===== src/rtl/spi_adc_multichannel_receiver.sv =====
// rtl/spi_adc_multichannel_receiver.sv - shared CS/SCK SPI capture of N serial ADCs into signed samples
// One frame per sample period; all channels shift together and publish on a single valid strobe.
module spi_adc_multichannel_receiver #(
   parameter int clk_mhz        = 100,
   parameter int sample_rate_hz = 48000,
   parameter int sck_half       = 4,
   parameter int n_ch           = 1,
   parameter int frame_bits     = 16,
   parameter int w_adc          = 12,
   parameter int w_out          = 24,
   parameter bit offset_binary  = 1'b1
) (
   input  logic                  clk,
   input  logic                  rst_n,
   input  logic                  en,
   input  logic [n_ch-1:0]       sdo,
   output logic                  cs,
   output logic                  sck,
   output logic [n_ch*w_out-1:0] value,
   output logic [n_ch-1:0]       clip,
   output logic                  valid,
   output logic                  busy
);
   localparam int frame_period = clk_mhz * 1000000 / sample_rate_hz;
   localparam int fc_w = (frame_period > 1) ? $clog2(frame_period) : 1;
   localparam int hc_w = (sck_half > 1) ? $clog2(sck_half) : 1;
   localparam int bc_w = (frame_bits > 1) ? $clog2(frame_bits) : 1;
   localparam logic [fc_w-1:0]  fc_last = fc_w'(frame_period - 1);
   localparam logic [hc_w-1:0]  hc_last = hc_w'(sck_half - 1);
   localparam logic [bc_w-1:0]  bc_last = bc_w'(frame_bits - 1);
   localparam logic [w_adc-1:0] adc_msb = w_adc'(1) << (w_adc - 1);

   generate
      if (frame_period < sck_half * (2 * frame_bits + 1) + 2) begin : g_err_period
         $error("frame_period too short for one SPI frame");
      end
      if (w_out < w_adc) begin : g_err_wout
         $error("w_out must be >= w_adc");
      end
      if (w_adc > frame_bits) begin : g_err_wadc
         $error("w_adc must be <= frame_bits");
      end
   endgenerate

   typedef enum logic [1:0] {IDLE, LEAD, SHIFT, DONE} state_t;

   state_t                state;
   logic [1:0]            rst_sync;
   logic                  rst_i_n;
   logic [fc_w-1:0]       frame_cnt;
   logic [hc_w-1:0]       half_cnt;
   logic [bc_w-1:0]       bit_cnt;
   logic [frame_bits-1:0] shreg [n_ch];
   logic [n_ch*w_out-1:0] conv;
   logic [n_ch-1:0]       clip_d;

   // Reset asserts immediately but releases on a clock edge.
   always_ff @(posedge clk or negedge rst_n) begin
      if (!rst_n) rst_sync <= 2'b00;
      else        rst_sync <= {rst_sync[0], 1'b1};
   end
   assign rst_i_n = rst_sync[1];

   always_ff @(posedge clk or negedge rst_i_n) begin
      if (!rst_i_n)                frame_cnt <= '0;
      else if (frame_cnt == fc_last) frame_cnt <= '0;
      else                         frame_cnt <= frame_cnt + fc_w'(1);
   end

   function automatic logic [w_out-1:0] to_signed(input logic [w_adc-1:0] raw);
      logic signed [w_adc-1:0] sv;
      sv = offset_binary ? signed'(raw ^ adc_msb) : signed'(raw);
      return w_out'(sv);
   endfunction

   always_comb begin
      conv   = '0;
      clip_d = '0;
      for (int k = 0; k < n_ch; k++) begin
         conv[k*w_out +: w_out] = to_signed(shreg[k][w_adc-1:0]);
         clip_d[k] = (shreg[k][w_adc-1:0] == '0) || (shreg[k][w_adc-1:0] == '1);
      end
   end

   always_ff @(posedge clk or negedge rst_i_n) begin
      if (!rst_i_n) begin
         state    <= IDLE;
         cs       <= 1'b1;
         sck      <= 1'b1;
         busy     <= 1'b0;
         valid    <= 1'b0;
         half_cnt <= '0;
         bit_cnt  <= '0;
         value    <= '0;
         clip     <= '0;
         for (int k = 0; k < n_ch; k++) shreg[k] <= '0;
      end else begin
         valid <= 1'b0;
         case (state)
            IDLE: begin
               cs  <= 1'b1;
               sck <= 1'b1;
               if (frame_cnt == '0 && en) begin
                  state    <= LEAD;
                  cs       <= 1'b0;
                  busy     <= 1'b1;
                  half_cnt <= '0;
               end
            end
            LEAD: begin
               if (half_cnt == hc_last) begin
                  half_cnt <= '0;
                  bit_cnt  <= '0;
                  sck      <= 1'b0;
                  state    <= SHIFT;
               end else begin
                  half_cnt <= half_cnt + hc_w'(1);
               end
            end
            SHIFT: begin
               if (half_cnt != hc_last) begin
                  half_cnt <= half_cnt + hc_w'(1);
               end else begin
                  half_cnt <= '0;
                  // sdo is captured on the same edge that raises sck
                  if (!sck) begin
                     sck <= 1'b1;
                     for (int k = 0; k < n_ch; k++)
                        shreg[k] <= (shreg[k] << 1) | frame_bits'(sdo[k]);
                  end else if (bit_cnt == bc_last) begin
                     state <= DONE;
                     cs    <= 1'b1;
                     busy  <= 1'b0;
                  end else begin
                     sck     <= 1'b0;
                     bit_cnt <= bit_cnt + bc_w'(1);
                  end
               end
            end
            DONE: begin
               value <= conv;
               clip  <= clip_d;
               valid <= 1'b1;
               state <= IDLE;
            end
            default: state <= IDLE;
         endcase
      end
   end
endmodule


===== config.mk =====
export PLATFORM = sky130hd
export DESIGN_NAME = spi_adc_multichannel_receiver
export DESIGN_NICKNAME = d
export VERILOG_FILES = /design/src/rtl/spi_adc_multichannel_receiver.sv
export SDC_FILE = /design/constraint.sdc
export NUM_CORES = 1
export LEC_CHECK = 0
export BUFFER_PORTS_ARGS = -buffer_cell sky130_fd_sc_hd__buf_2
export CORE_MARGIN = 4
export CORE_UTILIZATION = 51
export DETAILED_ROUTE_END_ITERATION = 10
export PLACE_DENSITY = 0.73
export SYNTH_ARGS = -nofsm -noshare
export SYNTH_HDL_FRONTEND = slang
export SYNTH_SLANG_ARGS = --single-unit

===== constraint.sdc =====
create_clock -name clk -period 1.6 [get_ports clk]
set_clock_uncertainty 0.2 [all_clocks]
set_input_delay 0.16 -clock clk [delete_from_list [all_inputs] [get_ports clk]]
set_output_delay 0.16 -clock clk [all_outputs]
set_load 0.02 [all_outputs]

Word level (Yosys, flattened, before mapping)
Cells that the tools add are included.
{"block": "classes", "reduce_logical": 15, "bitwise_logic": 4, "addsub": 3, "n_eq_ne": 14, "muxes": 32}
{"op": "$eq A12 B12 Y1 const B", "count": 2}
{"op": "$logic_not A12 Y1", "count": 2}
{"op": "$mux W2", "count": 8}
{"op": "$mux W4", "count": 4}
{"op": "$reduce_and A5 Y1", "count": 3}
{"op": "$ne A2 B2 Y1 const B", "count": 7}
{"op": "$mux W1", "count": 13}
{"op": "$add A12 B1 Y12 const B", "count": 1}
{"op": "$mux W12", "count": 1}
{"op": "$or A12 B1 Y12", "count": 1}
{"op": "$pmux W2 S4", "count": 1}
{"op": "$pmux W4 S2", "count": 1}
{"op": "$eq A2 B2 Y1 const B", "count": 3}
{"op": "$pmux W2 S3", "count": 1}
{"op": "$reduce_and A3 Y1", "count": 2}
{"op": "$add A4 B1 Y4 const B", "count": 1}
{"op": "$eq A4 B4 Y1 const B", "count": 1}
{"op": "$pmux W1 S2", "count": 2}
{"op": "$reduce_and A4 Y1", "count": 1}
{"op": "$reduce_bool A2 Y1", "count": 2}
{"op": "$not A1 Y1", "count": 3}
{"op": "$pmux W1 S3", "count": 1}
{"op": "$reduce_bool A3 Y1", "count": 1}
{"op": "$add A2 B1 Y2 const B", "count": 1}
{"op": "other kinds (5)", "count": 5}
{"block": "word_totals", "word_cells": 80, "register_bits": 51}

Logic depth before layout (Yosys ltp)
Gate-level depths: netlist (run 1).
{"block": "depth", "word_depth": 5, "mapped_depth": 6, "mapped_depth_nobuf": 6}

Worst setup path before layout (run 1)
OpenSTA, ideal clock, no wires.
{"block": "synth_path", "path_type": "register -> register", "startpoint": "register frame_cnt[0]", "endpoint": "register state[1]", "synth_period_minus_slack_ns": 2.035, "slack_ns": -0.435, "stages_incl_launch_ff": 7, "t_arrival_ns": 1.710, "t_required_ns": 1.275, "n_path_buf": 0, "setup_time_ns": 0.125, "cell_sequence": "dfrtp_1 inv_1 ha_1 or4bb_1 o31ai_4 nand3b_2 mux2_4"}
{"block": "synth_between", "elab_chain_cells": 4}
{"element": "from (decl)", "line_no": "50", "text": "logic [fc_w-1:0] frame_cnt;"}
{"element": "from (signal assigned)", "line_no": "67", "text": "else frame_cnt <= frame_cnt + fc_w'(1);"}
{"element": "$logic_not A12 Y1", "line_no": "103", "text": "if (frame_cnt == '0 && en) begin"}
{"element": "$logic_and A1 B1 Y1", "line_no": "103"}
{"element": "$ne A2 B2 Y1 (no source line)"}
{"element": "$reduce_and A5 Y1 (no source line)"}
{"element": "to (signal assigned)", "line_no": "104", "text": "state <= LEAD;"}
{"element": "to (signal assigned)", "line_no": "115", "text": "state <= SHIFT;"}
{"element": "to (signal assigned)", "line_no": "131", "text": "state <= DONE;"}
{"element": "to (decl)", "line_no": "47", "text": "state_t state;"}
No other way between the ends.
A chain may end at the register's enable or synchronous reset.

Worst setup path after layout (run 1)
Ends and elaborated chain as after synthesis.

==> results of run 1 <==
[logic make-up (layout without fill, tap and decap cells)]
logic type | Yosys count | after routing
AO/OA/AOI/OAI | 20 | 20
XOR/XNOR | 9 | 9
adder cells (fa/ha/maj) | 10 | 10
buffers and inverters | 24 | 96
flip-flops | 51 | 51
multiplexers | 29 | 29
other | 1 | 1
AND/OR/NAND/NOR | 53 | 53
[through the flow]
step / hold WS [ns] / utilization, % / TNS (ns) / setup slack (ns)
after detailed placement: -0.253 / 65.7 / -4.44 / -0.487
after CTS: 0.0592 / 70.4 / -4.12 / -0.482
after global routing: 0.0208 / 70.9 / -6.41 / -0.559
after global placement: -0.254 / 65.7 / -3.46 / -0.430
final: -0.0171 / 70.9 / -4.15 / -0.474
after floorplan: -0.336 / - / -2.04 / -0.435
[state kept, by name, indices dropped and copies added, names as in the netlist, 2 cells and up]
register and count:
bit_cnt 4, shreg 12, state 2, frame_cnt 12
value 12, rst_sync 2, half_cnt 2
[path summary, 6_finish.rpt]
check                      cells after the start                    end
hold / removal                                 0   value[9]$_DFFE_PN0P_
setup / recovery                               6   state[1]$_DFFE_PN0P_
min in group clk                               0  rst_sync[1]$_DFF_PN0_
hold reg to reg                                0   value[9]$_DFFE_PN0P_
max in group asynchronous                      3  rst_sync[1]$_DFF_PN0_
setup reg to reg                               6   state[1]$_DFFE_PN0P_
[Yosys cell counts (4+ instances only)]
master,count,area (µm²)
nor3_1,4,20.0
dfrtp_1,49,1230
nand3_1,10,50.1
mux2_2,25,282
o21ai_0,7,35.0
ha_1,10,125
nand2_1,4,15.0
a21oi_1,4,20.0
nor4_1,4,25.0
buf_4,12,90.1
nor2_1,11,41.3
inv_1,9,33.8
nand4_1,5,31.3
xnor2_1,6,52.6
[what timing repair did]
item	4_1_cts	5_1_grt
setup buffers	3	6
endpoints found under the setup margin	36	45
endpoints found under the hold margin	15	0
gates resized for setup	12	9
pin swaps	6	10
hold buffers	4	0
[final cells by class]
cell class	instances	area [µm²]	area share, %
tap	52	65.1	2.06
clock buffer	7	86.3	2.74
multi-input combinational	122	1100	34.8
timing repair buffer	79	582	18.5
sequential	51	1280	40.6
inverter	9	33.8	1.07
clock inverter	1	8.76	0.278
[report_power, final]
group / internal [mW] / total (mW) / switching, mW
Sequential: 1.30 / 1.32 / 0.0202
Clock: 0.355 / 0.781 / 0.426
Combinational: 0.0270 / 0.0517 / 0.0247
Total: 1.68 / 2.15 / 0.470
[per-layer routing]
layer  part of all wire, %  vias up  GRT usage [%]
met4                   1.1        0           4.89
met2                    50       32           29.7
met3                   3.6        7           4.02
li1                      -      826              -
met5                     0        -              0
met1                    45      848           23.0
==> metrics, run 1 <==
mapped cell area ~2400 µm²; Post-Synth Adder-Cell Area 5.21%; most frequent cells in the layout 48 x dfrtp_1, 37 x buf_4, 32 x buf_2, 25 x mux2_2; Port Buf Inserts 32; Crit-path slowest cell or4bb_4; number of enable flip-flop cells after synthesis 0; hpwl dp 3450 µm; final period utilization 130%; Tmin final 2.07 ns; Post-Synth Simple-Gate Area 12.8%; fmax 482 MHz; Power Dens Cells 683 nW/µm²; CTS Root Cell clkbuf_8; mux cell area share after synthesis 13.8%; Setup violations, final 33; Final Hold Fails 12; DRC violations left 0; worst-path cell chain inv_2 > ha_1 > or4bb_4 > o31ai_4 > nand3b_2 > mux2_4; synth warn 0; largest net degree at the start of global routing 20; Clock Pin Slew Worst Setup and Hold Paths 0.10 ns; Hold Crit Class flop to async pin; CTS max path bufs 2; Yosys reg bits around 50; Post-Syn Instances 197; Die Y 76.6 µm; Worst setup startpoint frame_cnt[0]$_DFF_PN0_; CTS sink cnt 51; drt via density 5.34; RePlAce Congestion 0.816; Crit path max-delay family simple AND/OR/NAND/NOR gates; Via Count 1,713; Synth Net Count 211; Post-synth ARST share 100%; hold_ws -0.0171 ns; initial core utilization 54.0%; critical path capture point type flop; All-Layer GR Usage between 15 and 20%; IR drop worst, VDD 0.000623 V; Post-Place Cells roughly 310; first-pass GRT wire length ~8400 µm; CTS H-tree depth 2; sequential cell area fraction in the yosys report a little over half; max-slew violations 0; final setup margin -0.474 ns; row count 24; Unique masters post-synth 37; Final ANT Viol Nets 0; static leakage between 1.5 and 2 nW; largest family of logic cells by synthesized area multiplexers; Critical Path Source Type flop; R2R Setup Slk -0.47 ns; failing checks hold timing, setup timing; initial drt markers 57; max-cap violation count 0; crit path buf inv count 1; commonest non-fill, non-tap cell in the layout dfrtp_1; main flop type after synthesis dfrtp_1; Top Ports 33; largest stage delay on the critical path 0.47 ns; clk_lat worst skew 0.31 ns; fill count 298; Area Overhead vs Synth 31.3%; CP max FO 3; Die X 76.6 µm; Non-Filler Instances between 300 and 400; post-synthesis xor/xnor area fraction 3.28%; WL/cell 15.4 µm; Initial DRT Pass Iterations 4; total gr overflow 0; status complete, but fails checks; total power 2.15 mW; placed instance area 2920 µm²; critical path class flop to flop; synthesized area per cell 12.2 µm²; Synth Area in Compound Gates 5.84%; Worst Path Arrival just over 2 ns; WL final ~5000 µm; initial antenna violation count 0; unrepaired setup endpoints after global routing true; critical path required time between 1.5 and 2 ns; Core ar. 4440 µm²; layout cell share with drive strength beyond 1 50.9%; CTS tree yes; diode count 0; post-layout net count 282; die area between 5000 and 6000 µm²; vias in the first global route 1,772; Num CTS Buffers 5; Design Area, Final 3150 µm²; R2R Path Start frame_cnt[0]$_DFF_PN0_
Power figures use the tool's default switching activity.
==> inputs of run 2 (changes only) <==
--- a/config.mk
+++ b/config.mk
@@ -10,6 +10,7 @@
 export CORE_UTILIZATION = 51
 export DETAILED_ROUTE_END_ITERATION = 10
 export PLACE_DENSITY = 0.73
+export REMOVE_ABC_BUFFERS = 1
 export SYNTH_ARGS = -nofsm -noshare
 export SYNTH_HDL_FRONTEND = slang
 export SYNTH_SLANG_ARGS = --single-unit
==> constraint.sdc (replaced) <==
create_clock -name clk -period 1.6 [get_ports clk]
set_clock_uncertainty 0.2 [all_clocks]
set_input_delay 0.08 -clock clk [delete_from_list [all_inputs] [get_ports clk]]
set_output_delay 0.08 -clock clk [all_outputs]
set_load 0.02 [all_outputs]
==> run 2 against run 1 <==
The run ends with setup timing left. First-iteration DRC count up 25%. Combinational power about the same. Via count rose by 1.7%. Register-to-register slack about the same. Clock power rose by 1%. Maximum frequency rose by 0.64%. Count of clock-buffer cells in the layout is 2 lower. Critical path type unchanged. Largest power group unchanged. Highest routed layer unchanged.
==> metrics, run 2 (synthesis gave the netlist of run 1 again) <==
Final Hold Fails 0 (was 12); critical path capture point type flop (unchanged); vias in the first global route 1,755 (was 1,772); total power 2.16 mW (was 2.15 mW); drt via density 5.39 (was 5.34); Worst Path Arrival 2.08 ns (was 2.07 ns); DRC violations left 0 (unchanged); Post-Place Cells 303 (was 306); worst-path cell chain inv_2 > ha_1 > or4bb_4 > o31ai_4 > nand3b_2 > mux2_4 (unchanged); row count 24 (unchanged); Tmin final 2.06 ns (was 2.07 ns); Die X 76.6 µm (unchanged); Num CTS Buffers 5 (unchanged); layout cell share with drive strength beyond 1 53.5% (was 50.9%); Setup violations, final 28 (was 33); Via Count 1,742 (was 1,713); max-slew violations 0 (unchanged); Final ANT Viol Nets 0 (unchanged); All-Layer GR Usage 17.0% (was 17.7%); static leakage 1.55 nW (was 1.52 nW); total gr overflow 0 (unchanged); Clock Pin Slew Worst Setup and Hold Paths 0.10 ns (about the same); setup TNS -4.25 ns (was -4.15 ns); CTS sink cnt 51 (unchanged); Largest regs frame_cnt x12, shreg x12, value x12 (unchanged); Power Dens Cells 675 nW/µm² (was 683 nW/µm²); CTS H-tree depth 2 (unchanged); Core ar. 4440 µm² (unchanged); clk_lat worst skew 0.32 ns (was 0.31 ns); first-pass GRT wire length 7960 µm (was 8370 µm); RePlAce Congestion 0.773 (was 0.816); failing checks setup timing (was hold timing, setup timing); diode count 0 (unchanged); CTS tree yes (unchanged); commonest non-fill, non-tap cell in the layout dfrtp_1 (unchanged); initial drt markers 71 (was 57); CP max FO 3 (unchanged); Initial DRT Pass Iterations 6 (was 4); Rel. slew slack 65.1%; unrepaired setup endpoints after global routing true (unchanged); most frequent cells in the layout 48 x dfrtp_1, 38 x buf_4, 32 x buf_2, 23 x mux2_2, 8 x nand3_1 (was 48 x dfrtp_1, 37 x buf_4, 32 x buf_2, 25 x mux2_2); Port Buf Inserts 32 (unchanged); largest net degree at the start of global routing 27 (was 20); Hold Crit Class flop to async pin (unchanged); Top Ports 33 (unchanged); CTS max path bufs 2 (unchanged); max-cap violation count 0 (unchanged); hold_ws 0.0917 ns (was -0.0171 ns); Area Overhead vs Synth 33.1% (was 31.3%); Die Y 76.6 µm (unchanged); Design Area, Final 3200 µm² (was 3150 µm²); status complete, but fails checks (unchanged); Crit-path slowest cell or4bb_4 (unchanged); critical path required time 1.61 ns (was 1.59 ns); largest stage delay on the critical path 0.47 ns (about the same); Critical Path Source Type flop (unchanged); critical path class flop to flop (unchanged); fmax 485 MHz (was 482 MHz); initial core utilization 54.0% (unchanged); CTS Root Cell clkbuf_8 (unchanged); post-layout net count 284 (was 282); die area 5870 µm² (unchanged); WL final 4760 µm (was 4950 µm); Non-Filler Instances 323 (was 321); hpwl dp 3170 µm (was 3450 µm); WL/cell 14.7 µm (was 15.4 µm); final period utilization 129% (was 130%); placed instance area 2840 µm² (was 2920 µm²); actual slew at the worst max-slew pin 0.519 ns; final setup margin -0.460 ns (was -0.474 ns); IR drop worst, VDD 0.000615 V (was 0.000623 V); initial antenna violation count 0 (unchanged)
## run 2: power breakdown
part / switching (mW) / internal, mW
Combinational: 0.0279 / 0.0240
Sequential: 0.0154 / 1.30
Clock: 0.465 / 0.325
## run 2: path summary, 6_finish.rpt
check,end,slack (ns),startpoint,cells past startpoint
worst max-delay path,state[1]$_DFFE_PN0P_,-0.46,frame_cnt[0]$_DFF_PN0_,6
worst min-delay path,value[5]$_DFFE_PN0P_,0.09,rst_sync[1]$_DFF_PN0_,1
worst max register to register,state[1]$_DFFE_PN0P_,-0.46,frame_cnt[0]$_DFF_PN0_,6
worst min register to register,value[5]$_DFFE_PN0P_,0.09,rst_sync[1]$_DFF_PN0_,1
max in group asynchronous,state[0]$_DFFE_PN0P_,0.26,rst_sync[1]$_DFF_PN0_,1
min in group clk,state[0]$_DFFE_PN0P_,0.15,en,5
## run 2: worst max-delay path, delay by kind of cell, from the launching register on
family          cells  cell delay [ns]
mux                 1             0.30
compound gates      1             0.25
flops               1             0.40
fa+ha+maj           1             0.13
buf+inv             1             0.06
simple gates        2             0.60
## run 2: repair_timing
action,4_1_cts,5_1_grt
hold buffers,4,0
cloned,0,0
gates resized for setup,24,20
buffers inserted,6,5
pin swaps,4,7
endpoints found under the hold margin,12,0
endpoints found under the setup margin,28,43
## run 2: area by class of cell
cell class / count / area (µm²)
clock buffers: 5 / 68.8
clock inverters: 3 / 28.8
fillers: 316 / 1250
inverters: 9 / 33.8
multi-input cells: 122 / 1130
flip-flops and latches: 51 / 1280
well taps: 52 / 65.1
repair buffers: 81 / 591
## run 2: per-stage QoR
stage	setup WS (ns)	utilization [%]
2_1_floorplan	-0.791	-
3_3_place_gp	-0.415	63.9
3_5_place_dp	-0.448	63.9
4_1_cts	-0.450	69.8
5_1_grt	-0.555	71.9
6_report	-0.460	71.9
## run 2: metal layers
metal  part of all wire [%]  up-vias  track usage [%]
met3                    4.8        6             5.79
li1                       -      832                -
met4                    1.2        0             4.89
met5                      0        -                0
met1                     42      861             19.1
met2                     52       43             30.3
==> inputs of run 3 (changes only) <==
--- a/config.mk
+++ b/config.mk
@@ -6,8 +6,10 @@
 export NUM_CORES = 1
 export LEC_CHECK = 0
 export BUFFER_PORTS_ARGS = -buffer_cell sky130_fd_sc_hd__buf_2
+export CAP_MARGIN = 20
 export CORE_MARGIN = 4
 export CORE_UTILIZATION = 51
+export CTS_BUF_LIST = sky130_fd_sc_hd__clkbuf_16
 export DETAILED_ROUTE_END_ITERATION = 10
 export PLACE_DENSITY = 0.73
 export REMOVE_ABC_BUFFERS = 1
==> run 3 against run 2 <==
Die area did not move. Maximum frequency fell by 0.73%. Sequential share of layout area fell by 0.84 points. Total power rose by 14%. Cell count did not move. Routed wire length fell by 0.29%. Cell area rose by 2.2%. Setup slack got worse by 0.015 ns. Worst hold slack improved by 0.0066 ns. Critical path depth did not move. The flow still finishes with violations (setup timing).
==> metrics, run 3 (synthesis gave the netlist of run 1 again) <==
status complete, but fails checks (unchanged); failing checks setup timing (unchanged); Final Hold Fails 0 (unchanged); Die X 76.6 µm (unchanged); WL final 4740 µm (was 4760 µm); layout cell share with drive strength beyond 1 54.2% (was 53.5%); Place WS -0.448 ns (unchanged); Die Y 76.6 µm (unchanged); critical path capture point type flop (unchanged); CTS sink cnt 51 (unchanged); post-layout net count 284 (unchanged); WL/cell 14.7 µm (about the same); unrepaired setup endpoints after global routing true (unchanged); first-pass GRT wire length 7820 µm (was 7960 µm); fmax 482 MHz (was 485 MHz); vias in the first global route 1,773 (was 1,755); Area Overhead vs Synth 36.0% (was 33.1%); drt via density 5.41 (was 5.39); CTS tree yes (unchanged); Via Count 1,746 (was 1,742); hpwl dp 3170 µm (unchanged); RePlAce Congestion 0.773 (unchanged); Clock Pin Slew Worst Setup and Hold Paths 0.07 ns (was 0.10 ns); actual slew at the worst max-slew pin 0.528 ns (was 0.519 ns); Largest regs frame_cnt x12, shreg x12, value x12 (unchanged); Top Ports 33 (unchanged); Worst Path Arrival 2.06 ns (was 2.08 ns); Rel. slew slack 64.5% (was 65.1%); Tmin final 2.08 ns (was 2.06 ns); CTS H-tree depth 2 (unchanged); diode count 0 (unchanged); Port Buf Inserts 32 (unchanged); row count 24 (unchanged); Initial DRT Pass Iterations 4 (was 6); total gr overflow 0 (unchanged); CTS Root Cell clkbuf_16 (was clkbuf_8); final period utilization 130% (was 129%); CP max FO 3 (unchanged); max-slew violations 0 (unchanged); critical path required time 1.58 ns (was 1.61 ns); largest net degree at the start of global routing 27 (unchanged); Power Dens Cells 750 nW/µm² (was 675 nW/µm²); DRC violations left 0 (unchanged); initial drt markers 52 (was 71); max-cap violation count 0 (unchanged); die area 5870 µm² (unchanged); initial core utilization 54.0% (unchanged); clk_lat worst skew 0.29 ns (was 0.32 ns); final setup margin -0.476 ns (was -0.460 ns); initial antenna violation count 0 (unchanged); Setup violations, final 28 (unchanged); All-Layer GR Usage 16.8% (was 17.0%); placed instance area 2840 µm² (unchanged); most frequent cells in the layout 48 x dfrtp_1, 39 x buf_4, 32 x buf_2, 24 x mux2_2 (was 48 x dfrtp_1, 38 x buf_4, 32 x buf_2, 23 x mux2_2, 8 x nand3_1); Core ar. 4440 µm² (unchanged); Hold Crit Class flop to async pin (unchanged); Num CTS Buffers 5 (unchanged); Final ANT Viol Nets 0 (unchanged); IR drop worst, VDD 0.000742 V (was 0.000615 V); Design Area, Final 3270 µm² (was 3200 µm²); commonest non-fill, non-tap cell in the layout dfrtp_1 (unchanged); CTS max path bufs 2 (unchanged); critical path class flop to flop (unchanged); Critical Path Source Type flop (unchanged); static leakage 1.57 nW (was 1.55 nW)
## run 3: cell counts in the layout (fill, tap and decap cells not counted)
Identical to the previous run, type by type.
## run 3: path summary, 6_finish.rpt
kind / end / from / cells after the start / slack [ns]
worst min-delay path: sck$_DFFE_PN1P_ / rst_sync[1]$_DFF_PN0_ / 0 / 0.1
min in group clk: rst_sync[1]$_DFF_PN0_ / rst_sync[0]$_DFF_PN0_ / 0 / 0.16
worst max-delay path: state[1]$_DFFE_PN0P_ / frame_cnt[0]$_DFF_PN0_ / 6 / -0.48
max in group asynchronous: half_cnt[1]$_DFFE_PN0P_ / rst_sync[1]$_DFF_PN0_ / 1 / 0.25
worst min register to register: sck$_DFFE_PN1P_ / rst_sync[1]$_DFF_PN0_ / 0 / 0.1
worst max register to register: state[1]$_DFFE_PN0P_ / frame_cnt[0]$_DFF_PN0_ / 6 / -0.48
## run 3: timing repair
| action | CTS | global route |
|---|---|---|
| cloned | 0 | 0 |
| setup endpoints to repair | 28 | 42 |
| pin swaps | 2 | 8 |
| hold buffers | 4 | 0 |
| endpoints found under the hold margin | 12 | 0 |
| setup buffers | 5 | 6 |
| resized for setup | 18 | 23 |
## run 3: metal layers
| layer | part of all wire (%) | vias up | global-route usage, % |
|---|---|---|---|
| li1 | - | 832 | - |
| met1 | 40 | 874 | 18.1 |
| met2 | 54 | 34 | 29.9 |
| met3 | 4.4 | 6 | 6.15 |
| met4 | 1.5 | 0 | 6.52 |
| met5 | 0 | - | 0 |
## run 3: final cells by class
class	count	area, µm²
fill	304	1180
inverter	9	33.8
tap	52	65.1
multi-input combinational	122	1150
sequential	51	1280
clock buffer	5	125
timing repair buffer	81	587
clock inverter	3	28.8
## run 3: critical path, cell delays in order (launching register included)
cell      delay (ns)
dfrtp_1         0.39
inv_2           0.06
ha_1            0.13
or4bb_4         0.47
o31ai_4         0.26
nand3b_2        0.14
mux2_4          0.31
## run 3: power breakdown
| group | leakage (nW) | internal (mW) | switching [mW] |
|---|---|---|---|
| registers | 0.644 | 1.30 | 0.0149 |
| clock network | 0.0759 | 0.596 | 0.487 |
| logic | 0.847 | 0.0240 | 0.0277 |
## run 3: per-stage QoR
stage | util (%) | instances | total power [mW] | TNS, ns | hold WS (ns)
after floorplan | - | 182 | 1.36 | -20.96 | -0.416
after global placement | 63.9 | 303 | 1.38 | -4.34 | -0.335
after detailed placement | 63.9 | 303 | 1.39 | -4.97 | -0.332
after CTS | 70.6 | 320 | 2.48 | -4.35 | 0.110
after global routing | 73.5 | 323 | 2.55 | -6.90 | 0.114
final | 73.5 | 323 | 2.45 | -4.53 | 0.0983
